## src/rtl/bellman_relax.sv

```systemverilog
// bellman_relax: Bellman-Ford relaxation engine feeding the negative-cycle detector.
// Define RELAX_STATS_EN to enable the stat_relax_cnt / stat_pass_cnt counters.
module bellman_relax #(
    parameter int NODES    = 32,
    parameter int PRED_W   = 5,
    parameter int WEIGHT_W = 32
) (
    input  logic                       clk,
    input  logic                       relax_reset_n,
    input  logic                       relax_start,
    output logic [PRED_W-1:0]          adjmat_row_addr,
    output logic [PRED_W-1:0]          adjmat_col_addr,
    input  logic [WEIGHT_W-1:0]        adjmat_q,
    output logic [PRED_W-1:0]          vertmat_addr_a,
    input  logic [PRED_W+WEIGHT_W-1:0] vertmat_q_a,
    output logic [PRED_W-1:0]          vertmat_addr_b,
    input  logic [PRED_W+WEIGHT_W-1:0] vertmat_q_b,
    output logic [PRED_W+WEIGHT_W-1:0] vertmat_data_b,
    output logic                       vertmat_we_b,
    output logic                       relax_busy,
    output logic                       relax_done,
    output logic                       relax_converged,
    output logic                       cycle_reset,
    output logic [15:0]                stat_relax_cnt,
    output logic [PRED_W:0]            stat_pass_cnt
);
    typedef enum logic [3:0] {
        S_IDLE, S_INIT, S_RD, S_WAIT, S_CHECK, S_WR, S_NEXT, S_PASS_END, S_DONE
    } state_t;
    localparam logic [PRED_W-1:0] LAST      = PRED_W'(NODES - 1);
    localparam logic [PRED_W:0]   PASS_LAST = (PRED_W + 1)'(NODES - 1);
    state_t                   r_state, w_next;
    logic [PRED_W-1:0]        r_v, r_i, r_j;
    logic [PRED_W:0]          r_pass, w_pass_inc;
    logic                     r_changed, r_conv, r_cyc;
    logic [WEIGHT_W-1:0]      r_sat, w_sat;
    logic signed [WEIGHT_W:0] w_sum, w_dst;
    logic                     w_improve, w_accept, w_unused;
    // Sums carry one guard bit so overflow is detected and clamped, never wrapped.
    assign w_sum      = $signed({vertmat_q_a[WEIGHT_W-1], vertmat_q_a[WEIGHT_W-1:0]})
                      + $signed({adjmat_q[WEIGHT_W-1], adjmat_q});
    assign w_dst      = $signed({vertmat_q_b[WEIGHT_W-1], vertmat_q_b[WEIGHT_W-1:0]});
    assign w_improve  = (adjmat_q != '0) && (w_sum < w_dst);
    assign w_sat      = (w_sum[WEIGHT_W] != w_sum[WEIGHT_W-1])
                      ? {w_sum[WEIGHT_W], {(WEIGHT_W-1){~w_sum[WEIGHT_W]}}}
                      : w_sum[WEIGHT_W-1:0];
    assign w_pass_inc = r_pass + 1'b1;
    assign w_accept   = relax_start && (r_state == S_IDLE || r_state == S_DONE);
    assign w_unused   = ^{vertmat_q_a[PRED_W+WEIGHT_W-1:WEIGHT_W], vertmat_q_b[PRED_W+WEIGHT_W-1:WEIGHT_W]};
    always_ff @(posedge clk or negedge relax_reset_n) begin
        if (!relax_reset_n)
            r_state <= S_IDLE;
        else
            r_state <= w_next;
    end
    always_comb begin
        w_next = r_state;
        case (r_state)
            S_IDLE, S_DONE: w_next = relax_start ? S_INIT : r_state;
            S_INIT:         w_next = (r_v == LAST) ? S_RD : S_INIT;
            S_RD:           w_next = S_WAIT;
            S_WAIT:         w_next = S_CHECK;
            S_CHECK:        w_next = w_improve ? S_WR : S_NEXT;
            S_WR:           w_next = S_NEXT;
            S_NEXT:         w_next = (r_i == LAST && r_j == LAST) ? S_PASS_END : S_RD;
            S_PASS_END:     w_next = (!r_changed || w_pass_inc == PASS_LAST) ? S_DONE : S_RD;
            default:        w_next = S_IDLE;
        endcase
    end
    always_ff @(posedge clk or negedge relax_reset_n) begin
        if (!relax_reset_n) begin
            r_v       <= '0;
            r_i       <= '0;
            r_j       <= '0;
            r_pass    <= '0;
            r_changed <= 1'b0;
            r_conv    <= 1'b0;
            r_cyc     <= 1'b0;
            r_sat     <= '0;
        end else begin
            r_cyc <= 1'b0;
            if (w_accept) begin
                r_v       <= '0;
                r_i       <= '0;
                r_j       <= '0;
                r_pass    <= '0;
                r_changed <= 1'b0;
                r_conv    <= 1'b0;
            end
            case (r_state)
                S_INIT:  r_v <= r_v + 1'b1;
                S_CHECK: r_sat <= w_sat;
                S_WR:    r_changed <= 1'b1;
                S_NEXT: begin
                    r_j <= (r_j == LAST) ? '0 : r_j + 1'b1;
                    if (r_j == LAST)
                        r_i <= (r_i == LAST) ? '0 : r_i + 1'b1;
                end
                S_PASS_END: begin
                    r_pass    <= w_pass_inc;
                    r_changed <= 1'b0;
                    if (w_next == S_DONE) begin
                        r_cyc  <= 1'b1;
                        r_conv <= !r_changed;
                    end
                end
                default: ;
            endcase
        end
    end
    assign adjmat_row_addr = r_i;
    assign adjmat_col_addr = r_j;
    assign vertmat_addr_a  = r_i;
    assign vertmat_addr_b  = (r_state == S_INIT) ? r_v : r_j;
    assign vertmat_we_b    = (r_state == S_INIT) || (r_state == S_WR);
    assign vertmat_data_b  = (r_state == S_INIT) ? {r_v, {WEIGHT_W{1'b0}}}
                           : (r_state == S_WR)   ? {r_i, r_sat} : '0;
    assign relax_busy      = !(r_state == S_IDLE || r_state == S_DONE);
    assign relax_done      = (r_state == S_DONE);
    assign relax_converged = r_conv;
    assign cycle_reset     = r_cyc;
`ifdef RELAX_STATS_EN
    logic [15:0] r_relax_cnt;
    always_ff @(posedge clk or negedge relax_reset_n) begin
        if (!relax_reset_n)
            r_relax_cnt <= '0;
        else if (w_accept)
            r_relax_cnt <= '0;
        else if (r_state == S_WR && r_relax_cnt != 16'hFFFF)
            r_relax_cnt <= r_relax_cnt + 1'b1;
    end
    assign stat_relax_cnt = r_relax_cnt;
    assign stat_pass_cnt  = r_pass;
`else
    assign stat_relax_cnt = '0;
    assign stat_pass_cnt  = '0;
`endif
endmodule

```

## config.mk

```make
export PLATFORM = sky130hd
export DESIGN_NAME = bellman_relax
export DESIGN_NICKNAME = d
export VERILOG_FILES = /design/src/rtl/bellman_relax.sv
export SDC_FILE = /design/constraint.sdc
export NUM_CORES = 1
export LEC_CHECK = 0
export BUFFER_PORTS_ARGS = -buffer_cell sky130_fd_sc_hd__buf_2
export CAP_MARGIN = 30
export CORE_ASPECT_RATIO = 0.75
export CORE_MARGIN = 2
export CORE_UTILIZATION = 30
export CTS_CLUSTER_DIAMETER = 30
export DETAILED_ROUTE_END_ITERATION = 12
export SYNTH_ARGS = -nofsm -noshare
export SYNTH_HDL_FRONTEND = slang
export SYNTH_SLANG_ARGS = --single-unit
```

## constraint.sdc

```tcl
create_clock -name clk -period 5.11 [get_ports clk]
set_clock_uncertainty 0.05 [all_clocks]
set_input_delay 1.2775 -clock clk [delete_from_list [all_inputs] [get_ports clk]]
set_output_delay 1.2775 -clock clk [all_outputs]
set_load 0.005 [all_outputs]
```

==> results.toml <==
[floorplanning]
die_h_microns = 127
fp.dieW_microns = 168
io_pins = 193
rows = 44
core-area_sq_um = 19500
die_area_sq_um = 21200
start_util_pct = 30.8

[synthesis]
syn_inst = 753
synth_flop_cell = "dfrtp_1"
synth-async-reset-ratio_pct = 100
yosysMostFrequentCell = "ha_1"
synth_area_leaders = "dfrtp_1 25%, ha_1 15%, a21oi_1 5.0%, nand2_1 4.4%, o21ai_0 4.2%"
synth_edf_count = 0
yosysSeqAreaShare_pct = 24.9
yosys.cell_types.count = 61
synth.cell_area_sq_um = 6030
ys_seq_elements = 60
syn_area_per_cell_sq_um = 8.00
ys_warn_count = 0
synth_top_area_cell = "dfrtp_1"
synth_top_area_share_pct = 24.9
synth_common_cells = "72 x ha_1, 71 x nand2_1, 60 x a21oi_1, 60 x dfrtp_1, 50 x o21ai_0"

[sta]
layout_min_cycle_time_ns = 5.04
hold_viol = 0
rsz0062_at_grt = "yes"
slew_viol_final = 0
tightest_slew_ns = 0.894
fin_ws_ns = 0.0692
fin_crit_sh_pct = 98.6
clock.fmax_mhz = 198
setup_viol = 0
holdWs_ns = 0.425
slew_headroom_pct = 40.4

[worst_hold_path]
worstHoldStart = "r_sat[1]"
hold_depth = 2
min_path_type = "reg2reg"
holdPathEnd = "r_sat[1]"

[setup_path]
regToRegEndpoint = "r_sat[0]"
cp_cell_sequence = "buf_2, ha_1, o211ai_1, o21a_1, a221oi_1, buf_4, a21o_1, o211ai_1, o21a_1, a221oi_2, buf_4, ha_1, and3_1, nand3_2, or3_4, buf_6, nor3_2, a211o_1, o22ai_1, a21bo_2, a21o_1"
r2r_cells = 5
arrival_ns = 5.20
cp_slowest_cell = "ha_1"
critical_path_class = "in2reg"
required_ns = 5.27
crit_family = "compound AO/OA/AOI/OAI gates"
crit_fanout = 3
r2r-start = "r_state[3]"
endpoint_kind = "register"
r2r_slack_ns = 2.83
slowest_delay_ns = 0.34
path_buf_inv = 4
crit_path_start_kind = "primary input"

[clock_tree]
root_buffer = "clkbuf_16"
numCtsBuffers = 9
ctsHoldBuffers = 0
insertion_delay_ns = 0.32
clock_path_buffers = 2
clkSlewWorstSetupHoldPaths_ns = 0.05
cts.htree.levels = 3
clock-sinks = 60
cts_tree = "yes"

[power_and_ir_drop]
cellLeakagePower_nw = 4.28
power_density_nw_per_um2 = 332
vdd_drop_max_uv = 163

[routing]
totalWireLength_microns = 18600
num_vias = 6183
ant_nets = 0
drc = 0
drtIter0Drc = 296
wl_per_cell_microns = 14.8
vias_per_cell = 4.92
firstDrtPassIters = 5

[finish]
drive_gt1_share_pct = 31.9
area_growth_pct = 35.6
fin_nets = 1181
utilization_pct = 41.8
n_antenna_cell = 0
stdcell_count = 1256

[status]
status = "complete, no violations"

[placed_design]
port_buffers = 160
gp_congestion = 0.888
detailed_place_hpwl_microns = 15300
detailedPlace.worstSlack_ns = -0.567
dp.cells = 1239

[run]
max-cap-violations = 0

[global_routing]
grt-ovfl-total = 0
antenna_found_initial = 0
grt_use_total_pct = 17.4
grt_pass1_wl_microns = 30000
grt_max_degree = 38
grt_pass1_vias = 5841
-- sequential cells by signal (all words and copies together), names as in the netlist --
signal	flops
r_changed	1
r_pass	6
r_sat	32
adjmat_col_addr	5
adjmat_row_addr	5
r_state	4
r_v	5
relax_converged	1
cycle_reset	1
-- placed cells by master (no fill, tap or decap), types with 23 or more instances in the layout --
cell      Yosys  layout
inv_1        48      48
a21oi_1      60      60
and2_1       37      37
buf_2         4     159
nand2_1      71      71
ha_1         72      68
buf_4        27     113
dfrtp_1      60      60
o21ai_0      50      48
nand2b_1     23      23
nor2_1       46      44
-- worst register-to-register path, cell delays in order, from the launching register on --
cell	delay [ns]
dfrtp_1	0.48
nand2b_1	0.28
or3_1	0.69
nor3_2	0.30
buf_4	0.25
a22o_1	0.16
-- through the flow --
stage | setup TNS [ns] | total power, mW | area, sq um
after floorplan | 0 | 1.61 | 6110
after global placement | -0.944 | 2.08 | 7710
after detailed placement | -1.11 | 2.11 | 7710
after CTS | 0 | 2.71 | 8060
after global routing | -0.274 | 2.94 | 8170
final | 0 | 2.71 | 8170
-- report_power, final --
part           switching (mW)  total [mW]  internal, mW
clock                   0.214       0.579         0.365
combinational           0.700        1.33         0.627
sequential              0.146       0.803         0.656
total                    1.06        2.71          1.65
-- worst max-delay path by stage --
stage	startpoint	depth (start not counted)	end	slack, ns
after floorplan	adjmat_q[0]	18	r_state[1]	0.03
after global placement	adjmat_q[0]	19	r_state[0]	-0.48
after detailed placement	adjmat_q[0]	20	r_state[0]	-0.57
after CTS	adjmat_q[0]	21	r_state[0]	0.002
after global routing	adjmat_q[0]	20	r_state[0]	-0.14
final	adjmat_q[2]	21	r_state[1]	0.07
-- layout make-up --
class,count,area (sq um)
fillers,2015,11400
multi-input cells,605,4200
repair buffers,275,1680
flip-flops and latches,60,1500
well taps,253,317
clock buffers,12,267
inverters,48,180
clock inverters,3,21.3
-- kinds of logic (layout without fill, tap and decap cells) --
group           after synthesis  in the layout  synth area share, %
compound gates              213            213                 23.2
xor+xnor                     30             30                 4.36
fa+ha+maj                    73             73                 15.3
buf+inv                     109            338                 9.07
flops                        60             60                 24.9
mux                           1              1                0.166
other cells                   1             22               0.0622
simple gates                266            266                 22.9
-- per-layer routing --
metal / track usage, % / part of all wire [%]
met5: 0 / 0
met3: 3.00 / 5.3
met2: 26.1 / 42
met4: 1.94 / 0.41
met1: 26.7 / 53
-- timing repair --
action,CTS,global route
resized for setup,11,16
buffers inserted,1,1
pin swaps,11,20
endpoints found under the setup margin,2,2
hold endpoints to repair,0,0
(Power assumes the default switching activity.)
